===== config.mk =====
export PLATFORM = sky130hd
export DESIGN_NAME = floppy_voice_alloc
export DESIGN_NICKNAME = d
export VERILOG_FILES = /design/src/rtl/floppy_voice_alloc.sv
export SDC_FILE = /design/constraint.sdc
export NUM_CORES = 1
export LEC_CHECK = 0
export ABC_AREA = 1
export ABC_CLOCK_PERIOD_IN_PS = 7300
export CAP_MARGIN = 20
export CORE_ASPECT_RATIO = 1.25
export CORE_MARGIN = 2
export CORE_UTILIZATION = 50
export CTS_BUF_LIST = sky130_fd_sc_hd__clkbuf_4
export DETAILED_ROUTE_END_ITERATION = 10
export PLACE_DENSITY = 0.75
export SYNTH_ARGS = -nofsm -noshare
export SYNTH_HDL_FRONTEND = slang
export SYNTH_SLANG_ARGS = --single-unit

===== constraint.sdc =====
create_clock -name clk -period 7.3 [get_ports clk]
set_clock_uncertainty 0.05 [all_clocks]
set_input_delay 2.19 -clock clk [delete_from_list [all_inputs] [get_ports clk]]
set_output_delay 2.19 -clock clk [all_outputs]
set_load 0.005 [all_outputs]

===== src/rtl/floppy_voice_alloc.sv =====
// Polyphonic voice allocator: maps note-on/off events onto floppy drive channels,
// reusing a matching or free channel first and stealing round-robin otherwise.
module floppy_voice_alloc #(
  parameter int unsigned NUM_CH = 8,
  parameter int unsigned IDX_W  = 3,
  parameter int unsigned SP_W   = 22
) (
  input  logic                   clk,
  input  logic                   rst_n,
  input  logic                   ev_valid,
  output logic                   ev_ready,
  input  logic                   ev_on,
  input  logic [6:0]             ev_note,
  input  logic [SP_W-1:0]        ev_setpoint,
  input  logic                   all_off,
  output logic [NUM_CH-1:0]      ch_enable,
  output logic [NUM_CH*SP_W-1:0] ch_setpoint,
  output logic [IDX_W:0]         active_count,
  output logic                   steal_pulse
);

  localparam int unsigned CNT_W  = IDX_W + 1;
  localparam int unsigned NOTE_W = 7;

  typedef enum logic [1:0] {IDLE, SCAN, APPLY} state_t;

  state_t              state;
  logic [IDX_W-1:0]    scan_idx;
  logic [IDX_W-1:0]    steal_ptr;
  logic                lat_on;
  logic [NOTE_W-1:0]   lat_note;
  logic [SP_W-1:0]     lat_sp;
  logic                match_found;
  logic [IDX_W-1:0]    match_idx;
  logic                free_found;
  logic [IDX_W-1:0]    free_idx;
  logic [NOTE_W-1:0]   note_tab [NUM_CH];
  logic [SP_W-1:0]     sp_tab   [NUM_CH];

  logic [NUM_CH-1:0]   en_nxt;
  logic                wr_sp;
  logic                wr_note;
  logic [IDX_W-1:0]    wr_idx;
  logic                steal;

  function automatic logic [CNT_W-1:0] popcount(input logic [NUM_CH-1:0] v);
    logic [CNT_W-1:0] c;
    c = '0;
    for (int unsigned i = 0; i < NUM_CH; i++) c = c + CNT_W'(v[i]);
    return c;
  endfunction

  assign ev_ready = rst_n & (state == IDLE) & ~all_off;

  for (genvar g = 0; g < NUM_CH; g++) begin : g_sp
    assign ch_setpoint[g*SP_W +: SP_W] = sp_tab[g];
  end

  // Resolve the scanned event: retrigger, then free channel, then steal.
  always_comb begin
    en_nxt  = ch_enable;
    wr_sp   = 1'b0;
    wr_note = 1'b0;
    wr_idx  = '0;
    steal   = 1'b0;
    if (state == APPLY) begin
      if (lat_on && (lat_sp != '0)) begin
        wr_sp = 1'b1;
        if (match_found) begin
          wr_idx = match_idx;
        end else if (free_found) begin
          wr_note         = 1'b1;
          wr_idx          = free_idx;
          en_nxt[free_idx] = 1'b1;
        end else begin
          wr_note = 1'b1;
          wr_idx  = steal_ptr;
          steal   = 1'b1;
        end
      end else if (match_found) begin
        en_nxt[match_idx] = 1'b0;
      end
    end
  end

  always_ff @(posedge clk) begin
    if (!rst_n) begin
      state        <= IDLE;
      scan_idx     <= '0;
      steal_ptr    <= '0;
      lat_on       <= 1'b0;
      lat_note     <= '0;
      lat_sp       <= '0;
      match_found  <= 1'b0;
      match_idx    <= '0;
      free_found   <= 1'b0;
      free_idx     <= '0;
      ch_enable    <= '0;
      active_count <= '0;
      steal_pulse  <= 1'b0;
      for (int unsigned i = 0; i < NUM_CH; i++) begin
        note_tab[i] <= '0;
        sp_tab[i]   <= '0;
      end
    end else if (all_off) begin
      ch_enable    <= '0;
      active_count <= '0;
      steal_pulse  <= 1'b0;
      state        <= IDLE;
    end else begin
      steal_pulse <= 1'b0;
      case (state)
        IDLE: begin
          if (ev_valid && ev_ready) begin
            lat_on      <= ev_on;
            lat_note    <= ev_note;
            lat_sp      <= ev_setpoint;
            match_found <= 1'b0;
            free_found  <= 1'b0;
            scan_idx    <= '0;
            state       <= SCAN;
          end
        end
        SCAN: begin
          if (!match_found && ch_enable[scan_idx] && (note_tab[scan_idx] == lat_note)) begin
            match_found <= 1'b1;
            match_idx   <= scan_idx;
          end
          if (!free_found && !ch_enable[scan_idx]) begin
            free_found <= 1'b1;
            free_idx   <= scan_idx;
          end
          if (scan_idx == IDX_W'(NUM_CH - 1)) state <= APPLY;
          else scan_idx <= scan_idx + IDX_W'(1);
        end
        APPLY: begin
          ch_enable    <= en_nxt;
          active_count <= popcount(en_nxt);
          if (wr_sp)   sp_tab[wr_idx]   <= lat_sp;
          if (wr_note) note_tab[wr_idx] <= lat_note;
          if (steal) begin
            steal_pulse <= 1'b1;
            steal_ptr   <= (steal_ptr == IDX_W'(NUM_CH - 1)) ? '0 : steal_ptr + IDX_W'(1);
          end
          state <= IDLE;
        end
        default: state <= IDLE;
      endcase
    end
  end

endmodule


==> results of run 1 <==
[metrics by stage]
stage	hold WS, ns	total power, mW	instance area, µm²	instances	utilization (%)
floorplan	0.388	2.00	11600	1092	-
global route	0.453	3.60	15000	1693	65.4
CTS	0.421	3.49	15000	1691	65.3
detailed placement	0.412	2.15	14100	1565	61.3
global placement	0.406	2.14	14100	1565	61.3
finish	0.420	3.48	15000	1693	65.4
[per-layer routing]
metal  vias up  wire, µm  part of all wire, %  global-route usage, %
li1       4180         -                    -                      -
met1      4192     11300                   37                   30.6
met2       537     15700                   51                   43.4
met3        69      2970                  9.6                   5.04
met4         0       888                  2.9                   10.3
met5         -         0                    0                      0
[worst max-delay path, cell delays in order]
cell and delay (ns):
clkdlybuf4s50_1 0.46, nor2_2 0.27, inv_2 0.16, nor3_2 0.21, clkdlybuf4s50_1 0.57
[registers in the layout (all words and copies together) (netlist names), 2 cells and up, named ones only]
signal and count:
active_count 4, scan_idx 3, sp_tab 176, match_idx 3, steal_ptr 3, lat_note 7, state 2, ch_enable 8
free_idx 3, note_tab 56, lat_sp 22
[kinds of logic (layout without fill, tap and decap cells)]
| family | Yosys count | after routing |
|---|---|---|
| other cells | 0 | 1 |
| simple gates | 519 | 519 |
| flops | 294 | 294 |
| buf+inv | 153 | 465 |
| xor+xnor | 1 | 1 |
| fa+ha+maj | 11 | 11 |
| compound gates | 114 | 114 |
[worst paths after layout]
check | to | slack (ns) | start
worst max-delay path | ev_ready | 1.20 | all_off
worst min-delay path | free_idx[0]$_SDFFE_PN0P_ | 0.42 | free_idx[0]$_SDFFE_PN0P_
worst max register to register | active_count[2]$_SDFFE_PP0N_ | 2.76 | state[1]$_SDFFE_PP0P_
worst min register to register | free_idx[0]$_SDFFE_PN0P_ | 0.42 | free_idx[0]$_SDFFE_PN0P_
[cell usage after synthesis]
master	n	area [µm²]
nor3_1	5	25.0
o21ai_0	33	165
a21oi_1	49	245
inv_1	73	274
xor2_1	1	8.76
edfxtp_1	232	6970
nor2_1	271	1020
o31ai_1	2	15.0
nor3_2	1	10.0
inv_2	31	116
o22ai_1	1	6.26
clkinv_1	9	33.8
a31oi_1	2	12.5
ha_1	7	87.6
dfxtp_1	62	1240
nand3_1	66	330
nand2_2	1	6.26
clkbuf_1	16	60.1
or2_2	2	12.5
a22o_1	1	8.76
buf_1	2	7.51
buf_2	22	110
nor2_2	5	31.3
nand2_1	162	608
fa_1	4	80.1
or2_1	1	6.26
o21ai_1	25	125
nand4_1	5	31.3
o211ai_1	1	7.51
[final cells by class]
| class | instances | area, µm² |
|---|---|---|
| Sequential cell | 294 | 8210 |
| Fill cell | 1783 | 7940 |
| Multi-Input combinational cell | 645 | 2840 |
| Timing Repair Buffer | 226 | 2260 |
| Clock buffer | 102 | 766 |
| Inverter | 113 | 424 |
| Tap cell | 288 | 360 |
| Clock inverter | 24 | 155 |
| Antenna cell | 1 | 2.50 |
[power by group]
part / switching, mW / total, mW / internal, mW
Combinational: 0.127 / 0.226 / 0.0990
Clock: 0.648 / 1.37 / 0.718
Sequential: 0.0263 / 1.89 / 1.86
==> parameters.txt, run 1 <==
Parameter                              Value

Outcome
  Outcome ... finished clean

Synthesis
  Number of distinct standard cells referenced by the synthesized netlist ... 29
  Adder-cell share of the synthesized area ... 1.44%
  Area share of and/or/nand/nor cells after synthesis ... 17.8%
  Xor and xnor area share after synthesis ... less than 1%
  Synthesized cell area ... 11600 µm²
  Mean Syn Cell Area ... 10.7 µm²
  Complex-gate fraction of the synthesized area ... 5.03%
  Mux cell area share after synthesis ... 0%
  Combinational family with the most area after synthesis ... simple AND/OR/NAND/NOR gates
  Synthesized instance count ... 1092
  Number of warnings issued by yosys ... 0
  Synthesized net count ... between 1000 and 1500
  Register bit total from synthesis ... 294
  Sequential-to-total area share from yosys stat ... 70.5%

Drt
  Wire length reported by the detailed router ... 30800 µm
  Vias post-DR ... 8978
  Number of design-rule violations left by the first detailed-router iteration ... 907
  Antenna-violating nets left ... 0
  Total iterations of the first detailed-routing run ... 7
  Number of DRC violations after detailed routing ... 0
  Via-per-instance ratio ... between 5 and 6
  Average wire length per cell after detail routing ... between 15 and 20 µm

Floorplan
  Top-Level Pins ... 224
  Area inside the core boundary ... between 20000 and 25000 µm²
  Initial core utilization ... 50.7%
  Height of the die ... 175 µm
  Die X ... approximately 140 µm
  FP Rows ... 62
  Total Die Area ... 24500 µm²

GRT
  Maximum number of pins on one net before global-route repair ... 64
  Aggregate global routing overflow ... 0
  Initial antenna violation count ... 1
  Wire length of the first global-routing pass ... roughly 47000 µm
  All-layer global routing usage ... 25.0%
  Via count of the first global-routing pass ... 8582

Critical path
  Start-to-end type of the worst setup path ... in2out
  Depth of the worst register-to-register path ... 20
  Required time at the worst-slack endpoint ... between 5 and 6 ns
  Arrival @ worst endpoint ... 3.86 ns
  Nature of the critical path endpoint ... output pin
  Worst Setup Start Kind ... primary input
  Worst Path Max Fanout ... 11

STA
  Transition time at the pin with the least slew margin ... 1.01 ns
  Final Max Slew Viols ... 0
  TNS Setup ... 0 ns
  Post-layout minimum cycle time ... 6.10 ns
  Count of final hold-check violations ... 0
  Unrepaired setup endpoints after global routing ... no
  Share of the clock period used by the worst path after layout ... a little over four fifths
  Final setup fails ... 0
  Worst path setup slack after routing ... 1.20 ns
  Slew headroom ... 32.7%
  Max Clk Rate ... between 150 and 200 MHz

Layout
  Final net count ... 1395
  Leading cell type in the layout, fill and taps excluded ... nor2_1
  Synth-to-Final Area Change ... 28.9%
  Ratio of cells with drive above 1 in the final layout ... between 10% and 20%
  Leading cell types in the layout, fill and taps excluded ... nor2_1, edfxtp_1, clkdlybuf4s50_1, nand2_1, clkbuf_4

Power
  Static Leakage ... ~5.6 nW
  IR drop worst, VDD ... 93.4 µV
  Ratio of total power to cell area ... roughly 230 nW/µm²

Clock network
  Number of H-tree branching levels ... 3
  Max Buffers Root-to-Sink ... 3
  Clock edge transition at the registers on the reported setup and hold paths ... 0.07 ns
  Post-CTS Hold Fix Bufs ... 0
  Post CTS Setup Buffer Count ... 0
  Number of buffers created by CTS ... 70
  Clock tree from TritonCTS ... built
  Worst skew pair latency ... 0.67 ns
  Total clock sinks ... 294
  Cell at the root of the clock tree ... clkbuf_4
  Post-cts gate resize count ... 0

Placed design
  Placer congestion estimate ... 0.921
  Number of port buffers ... 223
  Half-perimeter wire length of the detailed placement result ... roughly 21000 µm
  Pre-CTS setup slack ... 1.20 ns

Min path
  Path category of the worst min-delay check ... reg2reg
  Worst Hold Path Cells ... 2

Run
  Max Cap Viol ... 0
Note: power is estimated with default switching activity, not from simulation.
==> run 2, diff against run 1 <==
- ABC_CLOCK_PERIOD_IN_PS: 7300 -> 5500
- CORE_UTILIZATION: 50 -> 49
- PLACE_DENSITY: 0.75 -> 0.77
- clock period: 7.3 -> 5.5 ns (I/O delays scaled with it)
==> parameters.txt, run 2 (synthesized netlist as in run 1, its figures left out) <==
Parameter                              Value

Critical path
  Worst Setup Start Kind ... primary input
  Startpoint of the lowest-slack register-to-register path ... lat_sp[3]$_SDFFE_PN0P_
  Critical R2R Capture ... active_count[2]$_SDFFE_PP0N_
  Worst Path Max Fanout ... 11 (unchanged)
  Arrival @ worst endpoint ... 3.36 ns (-0.50 ns)
  Nature of the critical path endpoint ... output pin
  Required time at the worst-slack endpoint ... 3.80 ns (-1.26 ns)
  Depth of the worst register-to-register path ... 18 (-10%)
  Start-to-end type of the worst setup path ... in2out
  R2R setup slack ... 1.37 ns (-1.39 ns)

GRT
  Wire length of the first global-routing pass ... 46600 µm (-0.59%)
  Global routing usage on met3 ... 5.89% (+0.84 points)
  Global route hottest layer ... met2
  All-layer global routing usage ... 24.7% (-0.24 points)
  Maximum number of pins on one net before global-route repair ... 55 (-14%)
  M2 GR Usage ... 43.4% (about the same)
  Via count of the first global-routing pass ... 8648 (+0.77%)
  Initial antenna violation count ... 1 (unchanged)
  Met1 demand-to-capacity share in global routing ... 29.5% (-1.1 points)
  Aggregate global routing overflow ... 0 (unchanged)

STA
  Transition time at the pin with the least slew margin ... 0.983 ns (-0.0237 ns)
  Count of final hold-check violations ... 0 (unchanged)
  Post-route worst hold slack ... 0.420 ns (+0.000548 ns)
  Final setup fails ... 0 (unchanged)
  TNS Setup ... 0 ns (unchanged)
  Unrepaired setup endpoints after global routing ... no
  Share of the clock period used by the worst path after layout ... 92.1%
  Slew headroom ... 34.3% (+1.6 points)
  Max Clk Rate ... 197 MHz
  Final Max Slew Viols ... 0 (unchanged)
  Post-layout minimum cycle time ... 5.06 ns

Layout
  # fillers ... 1855 (+4.0%)
  Ratio of cells with drive above 1 in the final layout ... 12.2% (+1.1 points)
  Synth-to-Final Area Change ... 30.1%
  Multi-input gate area in the final layout ... 2840 µm² (unchanged)
  Combined flip-flop and latch cell area ... 8210 µm² (unchanged)
  Registers with the most flip-flops ... sp_tab x176, note_tab x56, lat_sp x22
  Final net count ... 1409 (+1.0%)
  Max reg flops ... 176 (unchanged)
  Register with the most flip-flops ... sp_tab
  Leading cell types in the layout, fill and taps excluded ... nor2_1, edfxtp_1, clkdlybuf4s50_1, nand2_1, clkbuf_4
  Leading cell type in the layout, fill and taps excluded ... nor2_1
  Final Cell Area ... 15200 µm² (+0.89%)

Clock network
  Cell at the root of the clock tree ... clkbuf_4
  Post-cts gate resize count ... 0 (unchanged)
  Worst skew pair latency ... 0.68 ns (about the same)
  Number of H-tree branching levels ... 3 (unchanged)
  Post CTS Setup Buffer Count ... 0 (unchanged)
  Max Buffers Root-to-Sink ... 3 (unchanged)
  Post-CTS Hold Fix Bufs ... 0 (unchanged)
  Clock edge transition at the registers on the reported setup and hold paths ... 0.07 ns (about the same)
  Total clock sinks ... 294 (unchanged)
  Number of buffers created by CTS ... 71 (+1.4%)
  Clock tree from TritonCTS ... built

Drt
  Antenna-violating nets left ... 0 (unchanged)
  Number of design-rule violations left by the first detailed-router iteration ... 704 (-22%)
  Vias post-DR ... 8927 (-0.57%)
  Wire length reported by the detailed router ... 30800 µm (about the same)
  Average wire length per cell after detail routing ... 18.0 µm (-1.1%)
  Number of DRC violations after detailed routing ... 0 (unchanged)
  Total iterations of the first detailed-routing run ... 5 (-2)
  Via-per-instance ratio ... 5.21 (-1.7%)

Floorplan
  FP Rows ... 63 (+1.6%)
  Area inside the core boundary ... 23600 µm² (+2.6%)
  Die X ... 142 µm (+0.99%)
  Initial core utilization ... 49.4% (-1.3 points)
  Top-Level Pins ... 224 (unchanged)
  Total Die Area ... 25000 µm² (+2.0%)
  Height of the die ... 176 µm (+0.99%)

Min path
  Path category of the worst min-delay check ... reg2reg
  Worst Hold Path Cells ... 2 (unchanged)
  Start point of the worst min-delay path ... free_idx[0]$_SDFFE_PN0P_
  Endpoint of the worst hold path ... free_idx[0]$_SDFFE_PN0P_

Power
  IR drop worst, VDD ... 135 µV (+45%)
  Ratio of total power to cell area ... 308 nW/µm² (+33%)
  Static Leakage ... 5.67 nW (+1.4%)

Placed design
  Half-perimeter wire length of the detailed placement result ... 21400 µm (+1.0%)
  Area post-placement ... 14200 µm² (+0.78%)
  Number of port buffers ... 223 (unchanged)
  Placer congestion estimate ... 0.856 (-7.1%)

Outcome
  Outcome ... finished clean

Run
  Max Cap Viol ... 0 (unchanged)
[run 2: changes by cell type in the layout (fill, tap and decap cells not counted)]
cell and delta:
inv_2 -2, clkinv_1 -2, clkinv_2 -1, buf_4 +14, clkinvlp_4 -2, buf_12 -1, clkinv_4 +3, clkbuf_4 +7
[run 2: worst max-delay path: stages]
cell and delay [ns]:
clkdlybuf4s50_1 0.47, nor2_2 0.30, inv_2 0.16, nor3_2 0.22, clkdlybuf4s50_1 0.55
[run 2: power breakdown]
part           leakage (nW)  switching, mW  internal (mW)
sequential             2.86         0.0316           2.47
clock                 0.564          0.856           1.00
combinational          2.25          0.169          0.132
[run 2: layer usage]
layer  wire length [µm]  share of wire [%]
met4                806                2.6
met2              15700                 51
met5                  0                  0
met3               2500                8.1
met1              11700                 38
[run 2: metrics by stage]
step	worst slack [ns]	power, mW	utilization (%)	cells
CTS	0.432	4.69	64.3	1712
finish	0.437	4.66	64.3	1713
global route	0.350	4.83	64.3	1713
detailed placement	0.441	2.85	60.2	1583
global placement	0.480	2.84	60.2	1583
floorplan	1.55	2.66	-	1092
[run 2: cell type report]
class,instances,share of cell area (%)
Sequential cell,294,54.2
Timing Repair Buffer,239,15.5
Clock inverter,20,0.966
Antenna cell,1,0.0165
Tap cell,292,2.41
Inverter,113,2.80
Multi-Input combinational cell,645,18.8
Clock buffer,109,5.40
[run 2: how the worst max path moves through the flow]
stage	cells past startpoint	startpoint	to	slack [ns]
after global placement	5	all_off	ev_ready	0.48
after floorplan	5	rst_n	ev_ready	1.55
after detailed placement	5	all_off	ev_ready	0.44
after global routing	5	all_off	ev_ready	0.35
final	5	all_off	ev_ready	0.44
after CTS	5	all_off	ev_ready	0.43
==> run 3, diff against run 2 <==
- REMOVE_ABC_BUFFERS: not set -> 1
- SLEW_MARGIN: not set -> 10
==> parameters.txt, run 3 (synthesized netlist as in run 1, its figures left out) <==
Parameter                              Value

GRT
  Global route hottest layer ... met2
  All-layer global routing usage ... 25.0% (+0.23 points)
  Global routing usage on met3 ... 4.94% (-0.95 points)
  Maximum number of pins on one net before global-route repair ... 55 (unchanged)
  Met1 demand-to-capacity share in global routing ... 29.3% (-0.24 points)
  Via count of the first global-routing pass ... 8596 (-0.60%)
  Initial antenna violation count ... 1 (unchanged)
  Wire length of the first global-routing pass ... 47000 µm (+0.98%)
  Aggregate global routing overflow ... 0 (unchanged)
  M2 GR Usage ... 44.3% (+0.89 points)

Drt
  Wire length reported by the detailed router ... 31000 µm (+0.67%)
  Antenna-violating nets left ... 0 (unchanged)
  Total iterations of the first detailed-routing run ... 8 (+3)
  Number of DRC violations after detailed routing ... 0 (unchanged)
  Average wire length per cell after detail routing ... 18.2 µm (+1.1%)
  Vias post-DR ... 8982 (+0.62%)
  Number of design-rule violations left by the first detailed-router iteration ... 687 (-2.4%)
  Via-per-instance ratio ... 5.26 (+1.0%)

Min path
  Start point of the worst min-delay path ... free_idx[0]$_SDFFE_PN0P_
  Worst Hold Path Cells ... 2 (unchanged)
  Path category of the worst min-delay check ... reg2reg
  Endpoint of the worst hold path ... free_idx[0]$_SDFFE_PN0P_

STA
  Count of final hold-check violations ... 0 (unchanged)
  Post-layout minimum cycle time ... 5.00 ns (-0.0681 ns)
  Final setup fails ... 0 (unchanged)
  Post-route worst hold slack ... 0.439 ns (+0.0191 ns)
  Worst path setup slack after routing ... 0.505 ns (+0.0681 ns)
  Slew headroom ... 36.2% (+1.9 points)
  Share of the clock period used by the worst path after layout ... 90.8% (-1.2 points)
  Final Max Slew Viols ... 0 (unchanged)
  Unrepaired setup endpoints after global routing ... no
  TNS Setup ... 0 ns (unchanged)
  Max Clk Rate ... 200 MHz (+1.4%)
  Transition time at the pin with the least slew margin ... 0.954 ns (-0.0291 ns)

Floorplan
  Total Die Area ... 25000 µm² (unchanged)
  Height of the die ... 176 µm (unchanged)
  FP Rows ... 63 (unchanged)
  Die X ... 142 µm (unchanged)
  Area inside the core boundary ... 23600 µm² (unchanged)
  Initial core utilization ... 49.4% (unchanged)
  Top-Level Pins ... 224 (unchanged)

Layout
  Synth-to-Final Area Change ... 29.2%
  Leading cell type in the layout, fill and taps excluded ... nor2_1
  Combined flip-flop and latch cell area ... 8210 µm² (unchanged)
  Number of cells in the finished layout apart from fillers ... 1706 (-0.41%)
  Max reg flops ... 176 (unchanged)
  Final net count ... 1405 (-0.28%)
  # fillers ... 1867 (+0.65%)
  Leading cell types in the layout, fill and taps excluded ... nor2_1, edfxtp_1, clkdlybuf4s50_1, nand2_1, clkbuf_4
  Registers with the most flip-flops ... sp_tab x176, note_tab x56, lat_sp x22
  Final Cell Area ... 15100 µm² (-0.65%)
  Register with the most flip-flops ... sp_tab
  Multi-input gate area in the final layout ... 2840 µm² (unchanged)
  Ratio of cells with drive above 1 in the final layout ... 11.6% (-0.58 points)

Clock network
  Number of H-tree branching levels ... 3 (unchanged)
  Number of buffers created by CTS ... 70 (-1.4%)
  Post-cts gate resize count ... 0 (unchanged)
  Worst skew pair latency ... 0.67 ns (about the same)
  Total clock sinks ... 294 (unchanged)
  Clock tree from TritonCTS ... built
  Cell at the root of the clock tree ... clkbuf_4
  Max Buffers Root-to-Sink ... 3 (unchanged)
  Post CTS Setup Buffer Count ... 0 (unchanged)
  Post-CTS Hold Fix Bufs ... 0 (unchanged)
  Clock edge transition at the registers on the reported setup and hold paths ... 0.06 ns (about the same)

Placed design
  Cell Count Post-Placement ... 1580 (-0.19%)
  Pre-CTS setup slack ... 0.503 ns (+0.0619 ns)
  Number of port buffers ... 223 (unchanged)
  Half-perimeter wire length of the detailed placement result ... 21200 µm (-0.61%)
  Placer congestion estimate ... 0.878 (+2.6%)
  Area post-placement ... 14200 µm² (-0.16%)

Critical path
  Most frequent cell on the critical path ... clkdlybuf4s50_1
  Start-to-end type of the worst setup path ... in2out
  Biggest cell delay along the critical path ... 0.57 ns (+0.02 ns)
  Nature of the critical path endpoint ... output pin
  R2R setup slack ... 1.33 ns (-0.04 ns)
  Critical R2R Capture ... active_count[2]$_SDFFE_PP0N_
  Required time at the worst-slack endpoint ... 3.80 ns (about the same)
  Crit path cell chain ... clkdlybuf4s50_1 > nor2_2 > inv_2 > nor3_2 > clkdlybuf4s50_1
  Depth of the worst register-to-register path ... 18 (unchanged)
  Largest delay share family, worst path ... buffers and inverters
  Critical path's slowest cell ... clkdlybuf4s50_1
  Worst Path Max Fanout ... 11 (unchanged)
  Worst path bufs/invs ... 3 (unchanged)
  Worst Setup Start Kind ... primary input
  Critical path origin ... all_off
  Startpoint of the lowest-slack register-to-register path ... lat_sp[2]$_SDFFE_PN0P_
  Arrival @ worst endpoint ... 3.30 ns (-0.06 ns)

Power
  IR drop worst, VDD ... 153 µV (+13%)
  Static Leakage ... 5.61 nW (-1.0%)
  Ratio of total power to cell area ... 302 nW/µm² (-1.7%)

Run
  Max Cap Viol ... 0 (unchanged)

Outcome
  Outcome ... finished clean
[run 3: changes by cell type in the layout (fill, tap and decap cells not counted), sizes merged]
cell,previous run,this run
clkbuf,109,101
buf,17,14
clkinvlp,1,3
inv,104,106
bufinv,2,1
clkinv,26,27
[run 3: per-layer routing]
metal | vias to the layer above | wire length (µm)
met4 | 0 | 1090
li1 | 4209 | -
met1 | 4178 | 11700
met2 | 513 | 15700
met5 | - | 0
met3 | 82 | 2570
[run 3: worst reg2reg max path, cell delays in order (launching register included)]
cell	delay, ns
dfxtp_1	0.31
inv_2	0.22
nand4_1	0.13
nor3_1	0.15
nand3_1	0.19
nand2_2	0.20
inv_2	0.08
o21ai_0	0.35
fa_1	0.49
inv_1	0.08
fa_1	0.42
inv_1	0.09
fa_1	0.41
inv_1	0.07
ha_1	0.16
inv_1	0.05
fa_1	0.37
xor2_1	0.16
a21oi_1	0.13
[run 3: worst max-delay path by stage]
stage | slack (ns) | endpoint | cells after the start
floorplan | 1.53 | active_count[2]$_SDFFE_PP0N_ | 20
detailed placement | 0.50 | ev_ready | 5
global route | 0.40 | ev_ready | 5
CTS | 0.49 | ev_ready | 5
finish | 0.50 | ev_ready | 5
global placement | 0.59 | ev_ready | 5
[run 3: power by group]
| part | internal (mW) | switching (mW) |
|---|---|---|
| Sequential | 2.47 | 0.0337 |
| Clock | 0.898 | 0.854 |
| Combinational | 0.131 | 0.168 |
[run 3: final cells by class]
class                   count  share of cell area [%]
clock buffers             101                    5.04
inverters                 113                    2.82
flip-flops and latches    294                    54.5
repair buffers            236                    15.4
diodes                      1                  0.0166
multi-input cells         645                    18.9
clock inverters            24                   0.864
well taps                 292                    2.43
[run 3: metrics by stage]
stage               power (mW)  util, %
finish                    4.55     63.9
global route              4.72     63.9
floorplan                 2.65        -
global placement          2.84     60.1
CTS                       4.58     63.9
detailed placement        2.85     60.1
